[src/rtl/pong_pkg.sv]
// Shared Pong definitions: screen geometry, sequencer state encoding and
// packed bus widths used by game_ctrl, disp and the top level.
package pong_pkg;

  localparam int H_ACTIVE = 640;
  localparam int V_ACTIVE = 480;

  localparam int COORD_W = 10;
  localparam int DIGIT_W = 4;
  localparam int BALL_W  = 2 * COORD_W;
  localparam int SCORE_W = 2 * DIGIT_W;

  typedef enum logic [1:0] {
    ST_IDLE  = 2'd0,
    ST_SERVE = 2'd1,
    ST_PLAY  = 2'd2,
    ST_OVER  = 2'd3
  } state_t;

  localparam logic DIR_LEFT  = 1'b0;
  localparam logic DIR_RIGHT = 1'b1;
  localparam logic DIR_UP    = 1'b0;
  localparam logic DIR_DOWN  = 1'b1;

endpackage

[src/rtl/game_ctrl_ball_step.sv]
// Combinational one-frame ball advance: wall bounce, paddle hits and misses.
module ball_step #(
  parameter int H_ACTIVE  = 640,
  parameter int V_ACTIVE  = 480,
  parameter int BALL_SIZE = 8,
  parameter int PADDLE_W  = 8,
  parameter int PADDLE_H  = 64,
  parameter int P1_X      = 16,
  parameter int P2_X      = 616,
  parameter int SPEED_X   = 2,
  parameter int SPEED_Y   = 1
) (
  input  logic [9:0] x,
  input  logic [9:0] y,
  input  logic       dir_x,
  input  logic       dir_y,
  input  logic [9:0] p1pos,
  input  logic [9:0] p2pos,
  output logic [9:0] next_x,
  output logic [9:0] next_y,
  output logic       next_dir_x,
  output logic       next_dir_y,
  output logic       hit_left,
  output logic       hit_right,
  output logic       miss_left,
  output logic       miss_right
);
  import pong_pkg::*;

  localparam logic signed [10:0] SX      = 11'(SPEED_X);
  localparam logic signed [10:0] SY      = 11'(SPEED_Y);
  localparam logic signed [10:0] BS      = 11'(BALL_SIZE);
  localparam logic signed [10:0] X_MAX   = 11'(H_ACTIVE - BALL_SIZE);
  localparam logic signed [10:0] Y_MAX   = 11'(V_ACTIVE - BALL_SIZE);
  localparam logic signed [10:0] P1_EDGE = 11'(P1_X + PADDLE_W);
  localparam logic signed [10:0] P2_EDGE = 11'(P2_X);

  logic signed [10:0] xs, ys, nx, ny;
  logic               ov1, ov2;

  always_comb begin
    xs = signed'({1'b0, x});
    ys = signed'({1'b0, y});
    ny = (dir_y == DIR_DOWN) ? ys + SY : ys - SY;
    nx = (dir_x == DIR_RIGHT) ? xs + SX : xs - SX;

    next_y     = ny[9:0];
    next_dir_y = dir_y;
    if (ny < 0) begin
      next_y     = '0;
      next_dir_y = ~dir_y;
    end else if (ny > Y_MAX) begin
      next_y     = Y_MAX[9:0];
      next_dir_y = ~dir_y;
    end

    // 12-bit unsigned so paddle bottom (pos+height) cannot wrap
    ov1 = ({2'b0, y} + 12'(BALL_SIZE) > {2'b0, p1pos}) &&
          ({2'b0, y} < {2'b0, p1pos} + 12'(PADDLE_H));
    ov2 = ({2'b0, y} + 12'(BALL_SIZE) > {2'b0, p2pos}) &&
          ({2'b0, y} < {2'b0, p2pos} + 12'(PADDLE_H));

    hit_left  = (dir_x == DIR_LEFT) && (xs >= P1_EDGE) && (nx < P1_EDGE) && ov1;
    hit_right = (dir_x == DIR_RIGHT) && (xs + BS <= P2_EDGE) &&
                (nx + BS > P2_EDGE) && ov2;
    miss_left  = !hit_left && !hit_right && (nx < 0);
    miss_right = !hit_left && !hit_right && (nx > X_MAX);

    next_x     = nx[9:0];
    next_dir_x = dir_x;
    if (hit_left) begin
      next_x     = P1_EDGE[9:0];
      next_dir_x = DIR_RIGHT;
    end else if (hit_right) begin
      next_x     = 10'(P2_X - BALL_SIZE);
      next_dir_x = DIR_LEFT;
    end
  end

endmodule

[src/rtl/game_ctrl.sv]
// Pong game sequencer: owns ball position/velocity and scores, advancing
// them once per frame_tick rising edge through IDLE/SERVE/PLAY/OVER.
module game_ctrl #(
  parameter int H_ACTIVE     = pong_pkg::H_ACTIVE,
  parameter int V_ACTIVE     = pong_pkg::V_ACTIVE,
  parameter int BALL_SIZE    = 8,
  parameter int PADDLE_W     = 8,
  parameter int PADDLE_H     = 64,
  parameter int P1_X         = 16,
  parameter int P2_X         = 616,
  parameter int SPEED_X      = 2,
  parameter int SPEED_Y      = 1,
  parameter int SERVE_FRAMES = 60,
  parameter int WIN_SCORE    = 9
) (
  input  logic                        clk,
  input  logic                        rst,
  input  logic                        frame_tick,
  input  logic                        start,
  input  logic [9:0]                  p1pos,
  input  logic [9:0]                  p2pos,
  output logic [pong_pkg::BALL_W-1:0]  ball,
  output logic [pong_pkg::SCORE_W-1:0] score,
  output logic                        input_enable,
  output logic                        game_over
);
  import pong_pkg::*;

  localparam int              CNT_W = $clog2(SERVE_FRAMES + 1);
  localparam logic [9:0]      CX    = 10'(H_ACTIVE / 2 - BALL_SIZE / 2);
  localparam logic [9:0]      CY    = 10'(V_ACTIVE / 2 - BALL_SIZE / 2);
  localparam logic [3:0]      WIN   = 4'(WIN_SCORE);
  localparam logic [CNT_W-1:0] LOAD = CNT_W'(SERVE_FRAMES);

  state_t           state, state_n;
  logic [9:0]       x, y, x_n, y_n;
  logic             dir_x, dir_y, dir_x_n, dir_y_n;
  logic [3:0]       p1_sc, p2_sc, p1_sc_n, p2_sc_n;
  logic [CNT_W-1:0] cnt, cnt_n;
  logic             tick_q, tick, ie_n, go_n;

  logic [9:0] st_x, st_y;
  logic       st_dx, st_dy, hit_l, hit_r, miss_l, miss_r;

  assign tick  = frame_tick & ~tick_q;
  assign ball  = {y, x};
  assign score = {p2_sc, p1_sc};

  ball_step #(
    .H_ACTIVE (H_ACTIVE),
    .V_ACTIVE (V_ACTIVE),
    .BALL_SIZE(BALL_SIZE),
    .PADDLE_W (PADDLE_W),
    .PADDLE_H (PADDLE_H),
    .P1_X     (P1_X),
    .P2_X     (P2_X),
    .SPEED_X  (SPEED_X),
    .SPEED_Y  (SPEED_Y)
  ) u_step (
    .x         (x),
    .y         (y),
    .dir_x     (dir_x),
    .dir_y     (dir_y),
    .p1pos     (p1pos),
    .p2pos     (p2pos),
    .next_x    (st_x),
    .next_y    (st_y),
    .next_dir_x(st_dx),
    .next_dir_y(st_dy),
    .hit_left  (hit_l),
    .hit_right (hit_r),
    .miss_left (miss_l),
    .miss_right(miss_r)
  );

  always_ff @(posedge clk) begin
    if (!rst) begin
      state        <= ST_IDLE;
      x            <= CX;
      y            <= CY;
      dir_x        <= DIR_RIGHT;
      dir_y        <= DIR_DOWN;
      p1_sc        <= '0;
      p2_sc        <= '0;
      cnt          <= '0;
      tick_q       <= 1'b0;
      input_enable <= 1'b0;
      game_over    <= 1'b0;
    end else begin
      state        <= state_n;
      x            <= x_n;
      y            <= y_n;
      dir_x        <= dir_x_n;
      dir_y        <= dir_y_n;
      p1_sc        <= p1_sc_n;
      p2_sc        <= p2_sc_n;
      cnt          <= cnt_n;
      tick_q       <= frame_tick;
      input_enable <= ie_n;
      game_over    <= go_n;
    end
  end

  always_comb begin
    state_n = state;
    x_n     = x;
    y_n     = y;
    dir_x_n = dir_x;
    dir_y_n = dir_y;
    p1_sc_n = p1_sc;
    p2_sc_n = p2_sc;
    cnt_n   = cnt;

    unique case (state)
      ST_IDLE, ST_OVER: begin
        if (start) begin
          p1_sc_n = '0;
          p2_sc_n = '0;
          cnt_n   = LOAD;
          state_n = ST_SERVE;
        end
      end
      ST_SERVE: begin
        if (tick) begin
          if (cnt == '0) state_n = ST_PLAY;
          else           cnt_n   = cnt - CNT_W'(1);
        end
      end
      ST_PLAY: begin
        if (tick) begin
          y_n     = st_y;
          dir_y_n = st_dy;
          x_n     = st_x;
          dir_x_n = st_dx;
          // a point re-centres the ball and serves toward the player who lost it
          if (miss_l || miss_r) begin
            x_n = CX;
            y_n = CY;
            if (miss_l) begin
              p2_sc_n = p2_sc + 4'd1;
              dir_x_n = DIR_LEFT;
            end else begin
              p1_sc_n = p1_sc + 4'd1;
              dir_x_n = DIR_RIGHT;
            end
            if ((miss_l && p2_sc_n == WIN) || (miss_r && p1_sc_n == WIN)) begin
              state_n = ST_OVER;
            end else begin
              cnt_n   = LOAD;
              state_n = ST_SERVE;
            end
          end
        end
      end
      default: state_n = ST_IDLE;
    endcase

    ie_n = (state_n == ST_SERVE) || (state_n == ST_PLAY);
    go_n = (state_n == ST_OVER);
  end

endmodule

[config.mk]
export PLATFORM = sky130hd
export DESIGN_NAME = game_ctrl
export DESIGN_NICKNAME = d
export VERILOG_FILES = /design/src/rtl/pong_pkg.sv /design/src/rtl/game_ctrl_ball_step.sv /design/src/rtl/game_ctrl.sv
export SDC_FILE = /design/constraint.sdc
export NUM_CORES = 1
export LEC_CHECK = 0
export ABC_CLOCK_PERIOD_IN_PS = 4700
export CAP_MARGIN = 20
export CORE_MARGIN = 1.5
export CORE_UTILIZATION = 57
export CTS_CLUSTER_SIZE = 30
export DETAILED_ROUTE_END_ITERATION = 10
export PLACE_DENSITY = 0.89
export SLEW_MARGIN = 20
export SYNTH_ARGS = -nofsm -noshare
export SYNTH_HDL_FRONTEND = slang
export SYNTH_SLANG_ARGS = --single-unit
[constraint.sdc]
create_clock -name clk -period 4.7 [get_ports clk]
set_input_delay 1.175 -clock clk [delete_from_list [all_inputs] [get_ports clk]]
set_output_delay 1.175 -clock clk [all_outputs]
set_load 0.01 [all_outputs]
==> out/qor.yml, run 1 <==
clk_latency_ns: 0.30
cp.arrival_ns: 4.39
drc_errors: 0
first_global_vias: 4243
vias: 4473
max_clock_freq_mhz: 238.4
cap_violations: 0
leakagePower_nw: 2.144
die_height_um: 90.03
initial_utilization_pct: 59.20
cp_slowest_cell: "clkdlybuf4s50_1"
post-place-ws_ns: 0.1905
track_usage_pct: 28.50
multiInputGateArea_mm2: 0.003279
antenna_found_initial: 0
cts_resized: 0
regArea_um2: 800.8
wl_um: 11760
rsz0062_at_grt: "false"
detail-route-antenna-nets: 0
grt.overflow.total: 0
finalSetupViolCount: 0
power_mw: 0.7466
critPathLaunch: "p1pos[6]"
drt_iter0_drc: 269
die_x_um: 90.03
hold_class: "flip-flop to flip-flop"
coreArea_mm2: 0.007292
crit_path_start_kind: "input pin"
grt_pass1_wl_um: 19660
rows: 31
cp_max_fo: 4
synthesis.area_mm2: 0.004317
max_slew_margin_pct: 47.42
drv_slew: 0
ys_ff_latch: 40
drt_pre_antenna_iters: 5
crit_required_ns: 4.90
place_congestion: 0.9005
finalHoldViolCount: 0
finalNonFillerCells: 696
synth-edff-count: 0
r2r_start: "dir_x"
ys.flop_type: "dfxtp_1"
postLayoutSetupSlackWorst_ns: 0.5048
nFillCells: 604
ys_types: 77
setup.worst_path.end_class: "flip-flop"
ys_seq_area_share_pct: 18.55
fin_crit_ns: 4.195
synth_top_area_share_pct: 18.55
synthCells: 538
outcome: "completed"
cts_htree_levels: 2
syn_to_final_growth_pct: 17.48
clock_skew_ns: 0.006920
post_drt_wl_per_cell_um: 16.90
root_buffer: "clkbuf_8"
portBuffers: 52
avgViaCountPerCell: 6.427
hold_ws_ns: 0.4976
synth.area.top_cells: "dfxtp_1, ha_1, a21oi_1"
fin_nets: 684
postCtsSetupBuffers: 0
finalCritPeriodShare_pct: 89.26
placedCellCount: 688
cts_tree: "built"
critPathMaxStageDelay_ns: 0.53
min_from: "cnt[0]"
cts.path.max_buffers: 2
critPathBufInv: 1
power_density_mw_per_mm2: 147.2
max_slew.worst_pin.slew_ns: 0.7834
synth_async_sr_flop_share_pct: 0
dieArea_mm2: 0.008105
ctsHoldBuffers: 0
fin_setup_tns_ns: 0
yosysWarningCount: 0
peakVddDrop_v: 0.0001607
synth_area_leader_cell: "dfxtp_1"
worstPathCellList: "clkdlybuf4s50_1 > nand3_1 > xnor2_1 > ha_1 > a211o_1 > a21oi_1 > nand3b_1 > a21oi_1 > nand2_1 > a2bb2oi_2 > a311o_1 > o21a_1 > ha_1 > and2_1"
crit_type: "input pin to flip-flop"
cts_buffers: 5
ios: 54
drive_gt1_share_pct: 7.538
crit_family: "compound AO/OA/AOI/OAI gates"
dp_hpwl_um: 9211
antennaDiodeCount: 0
path_clk_slew_ns: 0.08
syn-num-nets: 626
clock_sinks: 40
grt_max_degree: 24
syn_avg_cell_area_um2: 8.023
==> cells by family after synthesis <==
family                     synth area share, %
buffers and inverters                    5.478
adders and majority gates                18.90
AOI/OAI and AO/OA                        30.90
other                                  0.08687
DFF                                      18.55
muxes                                   0.9276
and+or+nand+nor                          21.10
xor gates and xnor gates                 4.058
==> path summary, 6_finish.rpt <==
kind | endpoint | slack, ns | depth (start not counted)
min | cnt[0] | 0.50 | 2
max reg2reg | input_enable | 0.73 | 13
max | input_enable | 0.50 | 14
min reg2reg | cnt[0] | 0.50 | 2
==> cell type report <==
class	instances	share of cell area [%]
multi-input combinational	440	64.67
clock inverter	3	0.3701
tap	99	2.443
sequential	40	15.79
clock buffer	5	1.357
inverter	45	3.331
timing repair buffer	64	12.04
==> cells in the mapped netlist, drive strengths merged, types with 3 or more instances <==
cell and number:
ha 62, inv 44, a21oi 43, dfxtp 40, nand2 36, nor2 34
o21ai 28, nand3 22, nand4 15, xnor2 13, a211oi 10, clkbuf 10
nor3 10, nand2b 9, a21o 8, nand3b 8, nor2b 7, o211ai 7
xor2 7, a31o 6, a31oi 6, and3 6, o21a 6, or3 6
a311oi 5, o221ai 5, a2111oi 4, a41o 4, and2 4, and4 4
mux2i 4, o211a 4, o31ai 4, or2 4, a211o 3, a21boi 3
a2bb2oi 3, buf 3, nor3b 3, o311ai 3, o41ai 3
==> cell usage in the layout (no fill, tap or decap), types with 5 or more instances in the layout <==
cell              n
a211oi_1          9
a21o_1            8
a21oi_1          41
a311oi_1          5
a31o_2            6
a31oi_1           5
and3_1            6
buf_4            12
clkbuf_8          5
clkdlybuf4s50_1  52
dfxtp_1          40
ha_1             62
inv_1            44
nand2_1          36
nand2b_1          9
nand3_1          22
nand3b_1          8
nand4_1          15
nor2_1           34
nor2b_1           7
nor3_1           10
o211ai_1          7
o21a_1            6
o21ai_0          26
or3_1             6
xnor2_1          13
xor2_1            7
==> layer usage <==
metal,part of all wire (%),GRT usage (%),vias up,wire [um]
li1,-,-,2163,-
met1,44,36.68,2142,5209
met2,50,51.07,156,5852
met3,5.0,2.623,12,587
met4,0.97,6.614,0,114
met5,0,0,-,0
==> tightest hold or removal path, cell delays in order, from the launching register on <==
cell	delay, ns
dfxtp_1	0.33
nand2_1	0.06
mux2i_1	0.06
==> report_power, final <==
group          internal (mW)  switching [mW]
Clock                  0.103           0.125
Sequential             0.348         0.00860
Combinational         0.0788          0.0829
Total                  0.530           0.216
==> through the flow <==
stage	area, um2	util [%]
after floorplan	4317	-
after CTS	5071	69.54
after global placement	4984	68.34
after global routing	5071	69.54
after detailed placement	4984	68.34
final	5071	69.54
==> flip-flops by register name, summed over array words and instances (netlist names), 2 cells and up <==
signal and count:
x 9, state 2, y 10, p2_sc 4
p1_sc 4, cnt 6
Note: power is estimated with default switching activity, not from simulation.
==> inputs of run 2 (changes only) <==
- ABC_AREA: default -> 0
- GPL_TIMING_DRIVEN: default -> 1
==> results of run 2 <==
Final layout, timing and power as in run 1 (identical DEF).
==> inputs of run 3 (changes only) <==
- CTS_CLUSTER_DIAMETER: default -> 80
==> results of run 3 <==
Final layout, timing and power as in run 1 (identical DEF).
